### src/rtl/pipe_ctrl_pkg.sv
// Shared definitions for the pipeline hazard controller.
//   - ctrl_state_e : controller states (RUN, MEM_WAIT)
//   - FWD_*        : EX operand source selects driven to the EX-stage muxes
//   - WB_SEL_MEM   : writeback-select encoding the decoder uses for loads
//   - reg_match()  : "producer writes a non-x0 register read by the consumer"
package pipe_ctrl_pkg;

   typedef enum logic {
      RUN      = 1'b0,
      MEM_WAIT = 1'b1
   } ctrl_state_e;

   localparam logic [1:0] FWD_REG = 2'd0;
   localparam logic [1:0] FWD_MEM = 2'd1;
   localparam logic [1:0] FWD_WB  = 2'd2;

   // Load writeback encoding of the decoder (0 = ALU, 1 = memory, 2 = PC+4).
   localparam logic [1:0] WB_SEL_MEM = 2'd1;

   // x0 is hard-wired to zero, so a write to it never creates a dependency.
   function automatic logic reg_match(input logic       wen,
                                      input logic [4:0] rd,
                                      input logic [4:0] rs);
      return wen && (rd != 5'd0) && (rd == rs);
   endfunction

endpackage

### src/rtl/fwd_unit.sv
// Forwarding select for one EX-stage source operand (purely combinational).
// Ports:
//   ex_rs_i     : source register read by the instruction in EX
//   mem_rd_i    : destination of the instruction in MEM, mem_regWEn_i its write enable
//   wb_rd_i     : destination of the instruction in WB,  wb_regWEn_i its write enable
//   fwd_sel_o   : FWD_MEM / FWD_WB / FWD_REG
// MEM holds the younger result, so it takes priority over WB.
module fwd_unit
   import pipe_ctrl_pkg::*;
(
   input  logic [4:0] ex_rs_i,
   input  logic [4:0] mem_rd_i,
   input  logic       mem_regWEn_i,
   input  logic [4:0] wb_rd_i,
   input  logic       wb_regWEn_i,
   output logic [1:0] fwd_sel_o
);

   always_comb begin
      fwd_sel_o = FWD_REG;
      if (reg_match(mem_regWEn_i, mem_rd_i, ex_rs_i)) begin
         fwd_sel_o = FWD_MEM;
      end else if (reg_match(wb_regWEn_i, wb_rd_i, ex_rs_i)) begin
         fwd_sel_o = FWD_WB;
      end
   end

endmodule

### src/rtl/pipe_hazard_ctrl.sv
// Central pipeline controller of the 5-stage RV32I core.
// Drives stage-register enables/flushes, the EX forwarding selects, freezes the
// pipeline during outstanding data-memory accesses and counts stalled cycles.
// Ports:
//   clk, reset_n                  : clock, asynchronous active-low reset
//   id_*                          : source registers read by the ID instruction
//   ex_*                          : EX instruction sources/destination, wb select, redirect
//   mem_rd_i/mem_regWEn_i/mem_req_i, dmem_ack_i : MEM instruction and memory handshake
//   wb_rd_i/wb_regWEn_i           : WB instruction destination
//   stall_cnt_clr_i               : synchronous clear of the stall counter
//   *_en_o / *_flush_o            : stage-register controls
//   fwd_a_sel_o / fwd_b_sel_o     : EX operand A/B source selects
//   mem_err_o                     : one-cycle pulse when a memory access times out
//   stall_cnt_o                   : saturating count of cycles with pc_en_o low
// Memory handshake: a MEM access (mem_req_i) completes in the cycle dmem_ack_i is
// high; until then the whole pipeline holds, and the inputs of every stage are
// therefore stable, so held-off redirects/load-uses are re-evaluated on exit.
module pipe_hazard_ctrl
   import pipe_ctrl_pkg::*;
#(
   parameter int unsigned MEM_TIMEOUT = 255,
   parameter int unsigned CNT_W       = 32
) (
   input  logic             clk,
   input  logic             reset_n,
   input  logic [4:0]       id_rs1_i,
   input  logic [4:0]       id_rs2_i,
   input  logic             id_use_rs1_i,
   input  logic             id_use_rs2_i,
   input  logic [4:0]       ex_rs1_i,
   input  logic [4:0]       ex_rs2_i,
   input  logic [4:0]       ex_rd_i,
   input  logic             ex_regWEn_i,
   input  logic [1:0]       ex_wb_sel_i,
   input  logic             ex_redirect_i,
   input  logic [4:0]       mem_rd_i,
   input  logic             mem_regWEn_i,
   input  logic             mem_req_i,
   input  logic             dmem_ack_i,
   input  logic [4:0]       wb_rd_i,
   input  logic             wb_regWEn_i,
   input  logic             stall_cnt_clr_i,
   output logic             pc_en_o,
   output logic             if_id_en_o,
   output logic             if_id_flush_o,
   output logic             id_ex_en_o,
   output logic             id_ex_flush_o,
   output logic             ex_mem_en_o,
   output logic             mem_wb_en_o,
   output logic [1:0]       fwd_a_sel_o,
   output logic [1:0]       fwd_b_sel_o,
   output logic             mem_err_o,
   output logic [CNT_W-1:0] stall_cnt_o
);

   localparam logic [15:0] TIMEOUT_CNT = 16'(MEM_TIMEOUT);

   ctrl_state_e      state_q, state_d;
   logic [15:0]      wait_cnt_q, wait_cnt_d;
   logic [CNT_W-1:0] stall_cnt_q, stall_cnt_d;

   logic       load_use;
   logic       timeout;
   logic       advance;
   logic       pc_en_c, if_id_en_c, if_id_flush_c;
   logic       id_ex_en_c, id_ex_flush_c, ex_mem_en_c, mem_wb_en_c;
   logic       mem_err_c;
   logic [1:0] fwd_a_raw, fwd_b_raw;

   fwd_unit u_fwd_a (
      .ex_rs_i      (ex_rs1_i),
      .mem_rd_i     (mem_rd_i),
      .mem_regWEn_i (mem_regWEn_i),
      .wb_rd_i      (wb_rd_i),
      .wb_regWEn_i  (wb_regWEn_i),
      .fwd_sel_o    (fwd_a_raw)
   );

   fwd_unit u_fwd_b (
      .ex_rs_i      (ex_rs2_i),
      .mem_rd_i     (mem_rd_i),
      .mem_regWEn_i (mem_regWEn_i),
      .wb_rd_i      (wb_rd_i),
      .wb_regWEn_i  (wb_regWEn_i),
      .fwd_sel_o    (fwd_b_raw)
   );

   // Load in EX whose result the ID instruction needs: not available until MEM.
   always_comb begin
      load_use = ex_regWEn_i && (ex_wb_sel_i == WB_SEL_MEM) && (ex_rd_i != 5'd0) &&
                 ((id_use_rs1_i && (id_rs1_i == ex_rd_i)) ||
                  (id_use_rs2_i && (id_rs2_i == ex_rd_i)));
   end

   // Next state and stage controls.
   always_comb begin
      state_d    = state_q;
      wait_cnt_d = wait_cnt_q;
      advance    = 1'b1;
      mem_err_c  = 1'b0;
      timeout    = (state_q == MEM_WAIT) && (wait_cnt_q == TIMEOUT_CNT);

      case (state_q)
         RUN: begin
            if (mem_req_i && !dmem_ack_i) begin
               advance    = 1'b0;
               state_d    = MEM_WAIT;
               wait_cnt_d = 16'd0;
            end
         end
         MEM_WAIT: begin
            if (dmem_ack_i || timeout) begin
               // An ack in the timeout cycle still counts as a clean completion.
               state_d   = RUN;
               mem_err_c = !dmem_ack_i;
            end else begin
               advance    = 1'b0;
               wait_cnt_d = wait_cnt_q + 16'd1;
            end
         end
         default: begin
            state_d = RUN;
         end
      endcase

      pc_en_c       = advance;
      if_id_en_c    = advance;
      id_ex_en_c    = advance;
      ex_mem_en_c   = advance;
      mem_wb_en_c   = advance;
      if_id_flush_c = 1'b0;
      id_ex_flush_c = 1'b0;

      // Redirect squashes the ID instruction, so a load-use on it is moot.
      if (advance) begin
         if (ex_redirect_i) begin
            if_id_flush_c = 1'b1;
            id_ex_flush_c = 1'b1;
         end else if (load_use) begin
            pc_en_c       = 1'b0;
            if_id_en_c    = 1'b0;
            id_ex_flush_c = 1'b1;
         end
      end
   end

   // While reset is held every stage register is frozen and bubbled.
   assign pc_en_o       = reset_n & pc_en_c;
   assign if_id_en_o    = reset_n & if_id_en_c;
   assign id_ex_en_o    = reset_n & id_ex_en_c;
   assign ex_mem_en_o   = reset_n & ex_mem_en_c;
   assign mem_wb_en_o   = reset_n & mem_wb_en_c;
   assign if_id_flush_o = ~reset_n | if_id_flush_c;
   assign id_ex_flush_o = ~reset_n | id_ex_flush_c;
   assign fwd_a_sel_o   = reset_n ? fwd_a_raw : FWD_REG;
   assign fwd_b_sel_o   = reset_n ? fwd_b_raw : FWD_REG;
   assign mem_err_o     = reset_n & mem_err_c;
   assign stall_cnt_o   = stall_cnt_q;

   always_comb begin
      stall_cnt_d = stall_cnt_q;
      if (stall_cnt_clr_i) begin
         stall_cnt_d = '0;
      end else if (!pc_en_o && (stall_cnt_q != '1)) begin
         stall_cnt_d = stall_cnt_q + CNT_W'(1);
      end
   end

   always_ff @(posedge clk or negedge reset_n) begin
      if (!reset_n) begin
         state_q     <= RUN;
         wait_cnt_q  <= 16'd0;
         stall_cnt_q <= '0;
      end else begin
         state_q     <= state_d;
         wait_cnt_q  <= wait_cnt_d;
         stall_cnt_q <= stall_cnt_d;
      end
   end

endmodule

### config.mk
export PLATFORM = sky130hd
export DESIGN_NAME = pipe_hazard_ctrl
export DESIGN_NICKNAME = d
export VERILOG_FILES = /design/src/rtl/pipe_ctrl_pkg.sv /design/src/rtl/fwd_unit.sv /design/src/rtl/pipe_hazard_ctrl.sv
export SDC_FILE = /design/constraint.sdc
export NUM_CORES = 1
export LEC_CHECK = 0
export ABC_AREA = 1
export BUFFER_PORTS_ARGS = -buffer_cell sky130_fd_sc_hd__buf_2
export CAP_MARGIN = 30
export CORE_ASPECT_RATIO = 1.75
export CORE_UTILIZATION = 36
export CTS_CLUSTER_SIZE = 20
export DETAILED_ROUTE_END_ITERATION = 12
export REMOVE_ABC_BUFFERS = 1
export SETUP_SLACK_MARGIN = 0.2
export SLEW_MARGIN = 20
export SYNTH_ARGS = -nofsm -noshare
export SYNTH_HDL_FRONTEND = slang
export SYNTH_SLANG_ARGS = --single-unit
### constraint.sdc
create_clock -name clk -period 5 [get_ports clk]
set_input_delay 1 -clock clk [delete_from_list [all_inputs] [get_ports clk]]
set_output_delay 1 -clock clk [all_outputs]
set_load 0.01 [all_outputs]
==> reports/metrics.sh, run 1 <==
WORST-ENDPOINT-REQUIRED_NS=4.00
FINAL_CRITICAL_PATH_SETUP_SLACK_NS=1.42
CRIT_PATH_START='wait_cnt_q[0]'
VIASPERCELL=5.06
PLACEDINSTANCEAREA_UM2=4520
P_SW_W=0.000240
SYNTH_AREA_UM2=4010
TIMING_WORST_SETUP_PATH_TYPE='reg2out'
POST_DRT_WL_PER_CELL_UM=13.4
GRT_PASS1_VIAS=4168
FINAL_UTIL_PCT=43.5
SYNTH_SEQ_AREA_SHARE_PCT=30.6
TRITONCTS.NUM_BUFFERS=5
POWER_SWITCHING_SHARE_PCT=27.6
GR-USAGE-ALL-LAYERS_PCT=20.7
POWER.DENSITY_nW_PER_UM2=186
NUM-FILL-CELLS=1190
FIRST_ITER_VIOLATIONS=183
DIEWIDTH_UM=81.8
CTSHOLDBUFFERS=0
ORDERED_LIST_OF_CELLS_ON_THE_WORST_PATH='ha_1 -> nand2_1 -> nor2_4 -> nand3_2 -> nand3_2 -> nand2_1 -> clkinv_2 -> nand2_4 -> inv_1 -> buf_2'
SOURCE_OF_THE_WORST_REGISTER_TO_REGISTER_TIMING_PATH='wait_cnt_q[0]'
DRCVIOLATIONCOUNT=0
STATUS='completed'
SETUP_VIOL=0
MOSTFREQUENTLAYOUTCELL='nand2_1'
HTREEDEPTH=2
SKEW_FINAL_NS=0.0105
CP_MAX_FO=34
POST_CTS_BUFFERS=0
IO_BUFFERS=91
SYN-MEAN-INSTANCE-AREA_UM2=6.28
HOLD_CLASS='reg2reg'
CORE_UM2=10800
FINALHOLDVIOLATIONS=0
SYNTH_CELL_TYPE_COUNT=34
INITIAL_ANTENNA_VIOLATION_COUNT=0
P_LEAK_nW=2.50
POST-SYNTH-TOP-AREA-CELL='dfrtp_1'
POSTSYNTHCELLCOUNT=639
STARTPOINT_TYPE='flip-flop'
CRIT_PATH_TOP_DELAY_CELL='dfrtp_1'
DIE-HEIGHT_UM=142
PLACED_WIRE_LENGTH_ESTIMATE_MM=8.59
GLOBALPLACE.CONGESTION=0.871
COMBINATIONALPOWERSHARE_PCT=14.1
FINALNONFILLERCELLS=850
SYNTH_TOP_AREA_SHARE_PCT=30.6
LAYOUT_OVERHEAD_ON_THE_SYNTHESIZED_AREA_PCT=16.6
PLACED_CELLS_INCL_TAPS=841
ANTENNADIODECOUNT=0
RSZ_0062_RAISED_AFTER_GLOBAL_ROUTING='no'
DRTPASS1ITERATIONS=4
FRACTION_OF_FINAL_LAYOUT_CELLS_SIZED_BEYOND_DRIVE_STRENGTH_1_PCT=16.5
CLK_LATENCY_NS=0.30
YOSYSWARNINGS=0
FINALNETCOUNT=769
CLOCKPOWERSHARE_PCT=38.6
DETAILEDPLACE.WORSTSLACK_NS=1.57
GRT_PASS1_WL_MM=18.8
WORST-PATH-BUF-INV=3
DETAIL-ROUTE-ANTENNA-NETS=0
GRT_START_MAX_NET_PINS=65
CTSLONGESTPATHBUFFERS=2
END_KIND='primary output'
EFFECTIVE_UTILIZATION_AT_FLOORPLAN_PCT=37.3
MAX_CLOCK_FREQ_MHz=280
TRITONCTS='done'
FINAL_MAX_SLEW_VIOL_COUNT=0
CTS_ROOT_BUFFER='clkbuf_16'
VDD_DROP_MAX_V=0.000152
CP.ARRIVAL_NS=2.58
TRITONCTS_NUM_SINKS=49
LAYOUT.AREA.SEQ_UM2=1230
MOST-COMMON-LAYOUT-CELLS='203 x nand2_1, 91 x buf_2, 86 x nor2_1'
SYNTH_AREA_LEADERS='dfrtp_1 31%, nand2_1 19%, nor2_1 8.0%'
WORST_SLEW_MARGIN_RELATIVE_TO_ITS_LIMIT_PCT=45.8
CPLARGESTDELAYFAMILY='simple AND/OR/NAND/NOR gates'
MIN_FROM='stall_cnt_o[1]'
MULTI_INPUT_AREA_UM2=2330
CLK_PIN_SLEW_NS=0.07
FINALCRITPERIODSHARE_PCT=71.5
FINAL.SETUP.TNS_NS=0
FLOORPLAN_DIE_AREA_UM2=11600
POST_CTS_RESIZE_COUNT=0
ROUTED-VIA-COUNT=4301
HIGHEST_CELL_DELAY_ON_THE_WORST_TIMING_PATH_NS=0.47
NUM_ROWS=50
POWER_FRAC_SEQ_PCT=47.2
MAX_CAP_VIOL_COUNT=0
TIMING_WORST_SLEW_PIN_VALUE_NS=0.806
ROUTED_WIRELENGTH_MM=11.4
PERIOD_MINUS_SLACK_NS=3.58
CELLINTERNALPOWER_W=0.000630
FIN_AREA_UM2=4680
SYNTH_SEQ_CELLS=49
GLOBAL_ROUTE.OVERFLOW_TOTAL=0
IO-PIN-COUNT=92
[worst paths after layout]
path / endpoint / cells after the start / slack [ns]
worst min-delay path: stall_cnt_o[1] / 2 / 0.55
max in group asynchronous: wait_cnt_q[4] / 2 / 3.46
worst min register to register: stall_cnt_o[1] / 2 / 0.55
min in group asynchronous: stall_cnt_o[24] / 1 / 0.69
worst max-delay path: if_id_en_o / 10 / 1.42
worst max register to register: stall_cnt_o[2] / 11 / 2.28
[layer usage]
metal / up-vias / GRT usage, % / wire [µm]
met5: - / 0 / 0
li1: 2190 / - / -
met2: 103 / 40.5 / 6520
met4: 0 / 10.2 / 412
met1: 1978 / 20.0 / 4130
met3: 30 / 2.64 / 310
[cells by family after synthesis]
group	share of synthesized area, %
adders and majority gates	0.624
AOI/OAI and AO/OA	3.65
buffers and inverters	11.3
xor gates and xnor gates	7.86
and+or+nand+nor	46.0
DFF	30.6
[per-stage QoR]
step	hold WS [ns]	power [W]
after floorplan	0.494	0.000480
after global placement	0.528	0.000538
after detailed placement	0.539	0.000541
after CTS	0.556	0.000881
after global routing	0.580	0.000912
final	0.550	0.000870
[flip-flops by register name, indices dropped and copies added (netlist names)]
name	cells
state_q	1
wait_cnt_q	16
stall_cnt_o	32
[cell usage after synthesis]
| cell | number |
|---|---|
| nor2_4 | 1 |
| ha_1 | 2 |
| clkinv_2 | 1 |
| nand3_1 | 64 |
| a221oi_1 | 1 |
| nand2_4 | 2 |
| nor2_2 | 1 |
| buf_4 | 3 |
| a31oi_1 | 2 |
| buf_2 | 11 |
| clkbuf_1 | 1 |
| o21ai_0 | 8 |
| nand4_2 | 1 |
| o41ai_1 | 1 |
| nand4_1 | 39 |
| buf_1 | 3 |
| o31ai_1 | 4 |
| dfrtp_1 | 49 |
| xnor2_1 | 18 |
| a211oi_1 | 1 |
| nor2_1 | 86 |
| xor2_1 | 18 |
| inv_1 | 83 |
| nor4_1 | 3 |
| nand2_1 | 203 |
| or2_2 | 5 |
| buf_6 | 3 |
| inv_2 | 3 |
| a21oi_1 | 6 |
| a31o_2 | 1 |
| nor3_1 | 11 |
| nand3_2 | 2 |
| nor3_2 | 1 |
| nand3b_1 | 1 |
[power groups by stage]
stage,logic [W],registers [W],clock network [W]
5_1_grt,0.000139,0.000412,0.000362
4_1_cts,0.000123,0.000411,0.000347
6_report,0.000123,0.000411,0.000336
3_5_place_dp,0.000123,0.000418,0
3_3_place_gp,0.000120,0.000418,0
2_1_floorplan,0.0000627,0.000417,0
[area by class of cell]
cell class | count | share of cell area [%]
multi-input combinational | 482 | 49.8
tap | 130 | 3.48
timing repair buffer | 94 | 10.5
sequential | 49 | 26.2
clock buffer | 6 | 2.76
clock inverter | 2 | 0.214
inverter | 87 | 7.01
[worst min-delay path, cell delays in order, from the launching register on]
cell	delay [ns]
dfrtp_1	0.38
nand3_1	0.08
nand2_1	0.05
No activity file was read; power rests on OpenSTA's default activity.
==> inputs of run 2 (changes only) <==
==> constraint.sdc (replaced) <==
create_clock -name clk -period 3.1 [get_ports clk]
set_input_delay 0.62 -clock clk [delete_from_list [all_inputs] [get_ports clk]]
set_output_delay 0.62 -clock clk [all_outputs]
set_load 0.01 [all_outputs]
==> run 2 against run 1 <==
Sequential share of layout area decreased by 0.29 points. Worst setup slack got worse by 1.0 ns. Non-clock buffer count increased by 3. Global-route usage increased by 0.36 points. Routed wire length increased by 2.7%. Utilization increased by 0.53 points. Power increased by 74%. Clock power increased by 93%. Clock skew about the same. Sequential power increased by 61%. Hold slack got worse by 0.085 ns. Critical endpoint unchanged. Largest cell class unchanged.
==> reports/metrics.sh, run 2 (synthesis results as in run 1) <==
POST-LAYOUT-TOTAL-POWER_W=0.00151  # +74%
FINALHOLDVIOLATIONS=0  # unchanged
POWER.DENSITY_nW_PER_UM2=320  # +72%
PLACED_CELLS_INCL_TAPS=844  # +0.36%
IO-PIN-COUNT=92  # unchanged
EFFECTIVE_UTILIZATION_AT_FLOORPLAN_PCT=37.3  # unchanged
WORST-R2R-CELL-COUNT=11  # unchanged
CLK_PIN_SLEW_NS=0.07  # about the same
STATUS='completed'
FINALCRITPERIODSHARE_PCT=86.8
LARGEST_REGISTER_FF_COUNT=32  # unchanged
GRT_PASS1_WL_MM=19.0  # +0.70%
ROUTED_WIRELENGTH_MM=11.7  # +2.7%
GR-USAGE-ALL-LAYERS_PCT=21.0  # +0.36 points
FINAL_CRITICAL_PATH_SETUP_SLACK_NS=0.410  # -1.01 ns
RSZ_0062_RAISED_AFTER_GLOBAL_ROUTING='no'
HOLD_CLASS='in2async'
NUM_ROWS=50  # unchanged
TIMING_WORST_SETUP_PATH_TYPE='reg2out'
DIEWIDTH_UM=81.8  # unchanged
MOST-COMMON-LAYOUT-CELLS='203 x nand2_1, 91 x buf_2, 86 x nor2_1'
TIMING.REG2REG.SETUP_SLACK_NS=0.92  # -1.36 ns
FINALNONFILLERCELLS=853  # +0.35%
SOURCE_OF_THE_WORST_REGISTER_TO_REGISTER_TIMING_PATH='wait_cnt_q[0]'
PLACED_WIRE_LENGTH_ESTIMATE_MM=9.01  # +4.8%
STARTPOINT_TYPE='flip-flop'
POST_CTS_BUFFERS=0  # unchanged
DRCVIOLATIONCOUNT=0  # unchanged
FINAL.SETUP.TNS_NS=0  # unchanged
POST_DRT_WL_PER_CELL_UM=13.7  # +2.3%
DIE-HEIGHT_UM=142  # unchanged
CTSLONGESTPATHBUFFERS=2  # unchanged
VDD_DROP_MAX_V=0.000289  # +90%
INITIAL_ANTENNA_VIOLATION_COUNT=0  # unchanged
WORST_SLEW_MARGIN_RELATIVE_TO_ITS_LIMIT_PCT=49.1  # +3.2 points
END_KIND='primary output'
FINALNETCOUNT=772  # +0.39%
WORST_HOLD_SLACK_NS=0.466  # -0.0848 ns
IO_BUFFERS=91  # unchanged
TIMING_WORST_SLEW_PIN_VALUE_NS=0.758  # -0.0479 ns
TRITONCTS='done'
SETUP_VIOL=0  # unchanged
HTREEDEPTH=2  # unchanged
CP.ARRIVAL_NS=2.07  # -0.51 ns
TRITONCTS_NUM_SINKS=49  # unchanged
DETAIL-ROUTE-ANTENNA-NETS=0  # unchanged
PERIOD_MINUS_SLACK_NS=2.69
P_LEAK_nW=2.52  # +1.0%
CORE_UM2=10800  # unchanged
GRT_PASS1_VIAS=4110  # -1.4%
CP_MAX_FO=20  # -41%
MAX_CLOCK_FREQ_MHz=372
CTS_ROOT_BUFFER='clkbuf_16'
GLOBAL_ROUTE.OVERFLOW_TOTAL=0  # unchanged
LAYOUT_OVERHEAD_ON_THE_SYNTHESIZED_AREA_PCT=18.0
FLOORPLAN_DIE_AREA_UM2=11600  # unchanged
SKEW_FINAL_NS=0.0102  # -0.000339 ns
GRT_START_MAX_NET_PINS=65  # unchanged
ANTENNADIODECOUNT=0  # unchanged
DETAILEDPLACE.WORSTSLACK_NS=0.626  # -0.941 ns
TRITONCTS.NUM_BUFFERS=5  # unchanged
MAX_CAP_VIOL_COUNT=0  # unchanged
REGTOREGENDPOINT='stall_cnt_o[15]'
ROUTED-VIA-COUNT=4360  # +1.4%
CLK_LATENCY_NS=0.30  # about the same
DRTPASS1ITERATIONS=4  # unchanged
WORST-ENDPOINT-REQUIRED_NS=2.48  # -1.52 ns
FINAL_MAX_SLEW_VIOL_COUNT=0  # unchanged
FRACTION_OF_FINAL_LAYOUT_CELLS_SIZED_BEYOND_DRIVE_STRENGTH_1_PCT=17.0  # +0.48 points
FIRST_ITER_VIOLATIONS=201  # +9.8%
MOSTFREQUENTLAYOUTCELL='nand2_1'
GLOBALPLACE.CONGESTION=0.952  # +9.3%
VIASPERCELL=5.11  # +1.0%
## run 2: what timing repair did
item | in CTS | in global routing
endpoints found under the setup margin | 0 | 2
hold buffers | 0 | 0
resized for setup | 0 | 1
## run 2: how the worst max path moves through the flow
stage	endpoint	cells past startpoint	start	slack, ns
floorplan	if_id_en_o	9	wait_cnt_q[0]	0.56
global placement	if_id_en_o	10	wait_cnt_q[0]	0.67
detailed placement	if_id_en_o	10	wait_cnt_q[0]	0.63
CTS	if_id_en_o	10	wait_cnt_q[0]	0.30
global route	if_id_en_o	10	wait_cnt_q[0]	0.23
finish	if_id_en_o	10	wait_cnt_q[0]	0.41
## run 2: critical path: stages (launching register included)
cell and delay [ns]:
dfrtp_2 0.45, ha_1 0.24, nand2_1 0.15, nor2_4 0.08, nand3_2 0.09, nand3_2 0.12, nand2_1 0.11, clkinv_2 0.08
nand2_4 0.22, inv_1 0.08, buf_2 0.14
## run 2: per-stage QoR
| stage | util, % | area, µm² |
|---|---|---|
| 2_1_floorplan | - | 3880 |
| 3_5_place_dp | 42.2 | 4540 |
| 4_1_cts | 43.8 | 4710 |
| 5_1_grt | 44.0 | 4730 |
| 6_report | 44.0 | 4730 |
| 3_3_place_gp | 42.2 | 4540 |
## run 2: report_power, final
group | leakage, nW | total [W] | switching [W] | internal [W]
registers | 0.679 | 0.000663 | 0.0000144 | 0.000648
clock network | 0.0841 | 0.000648 | 0.000244 | 0.000404
logic | 1.76 | 0.000203 | 0.000129 | 0.0000746
## run 2: area by class of cell
cell class / count / area, µm²
tap: 130 / 163
multi-input combinational: 482 / 2330
clock inverter: 1 / 30.0
sequential: 49 / 1230
fill: 1208 / 6030
timing repair buffer: 97 / 513
clock buffer: 7 / 143
inverter: 87 / 328
## run 2: routing by layer
| metal | wire (µm) | share of wire, % | track usage (%) | up-vias |
|---|---|---|---|---|
| li1 | - | - | - | 2195 |
| met1 | 4250 | 36 | 20.5 | 2024 |
| met2 | 6590 | 56 | 41.1 | 115 |
| met3 | 362 | 3.1 | 2.44 | 26 |
| met4 | 481 | 4.1 | 10.3 | 0 |
| met5 | 0 | 0 | 0 | - |
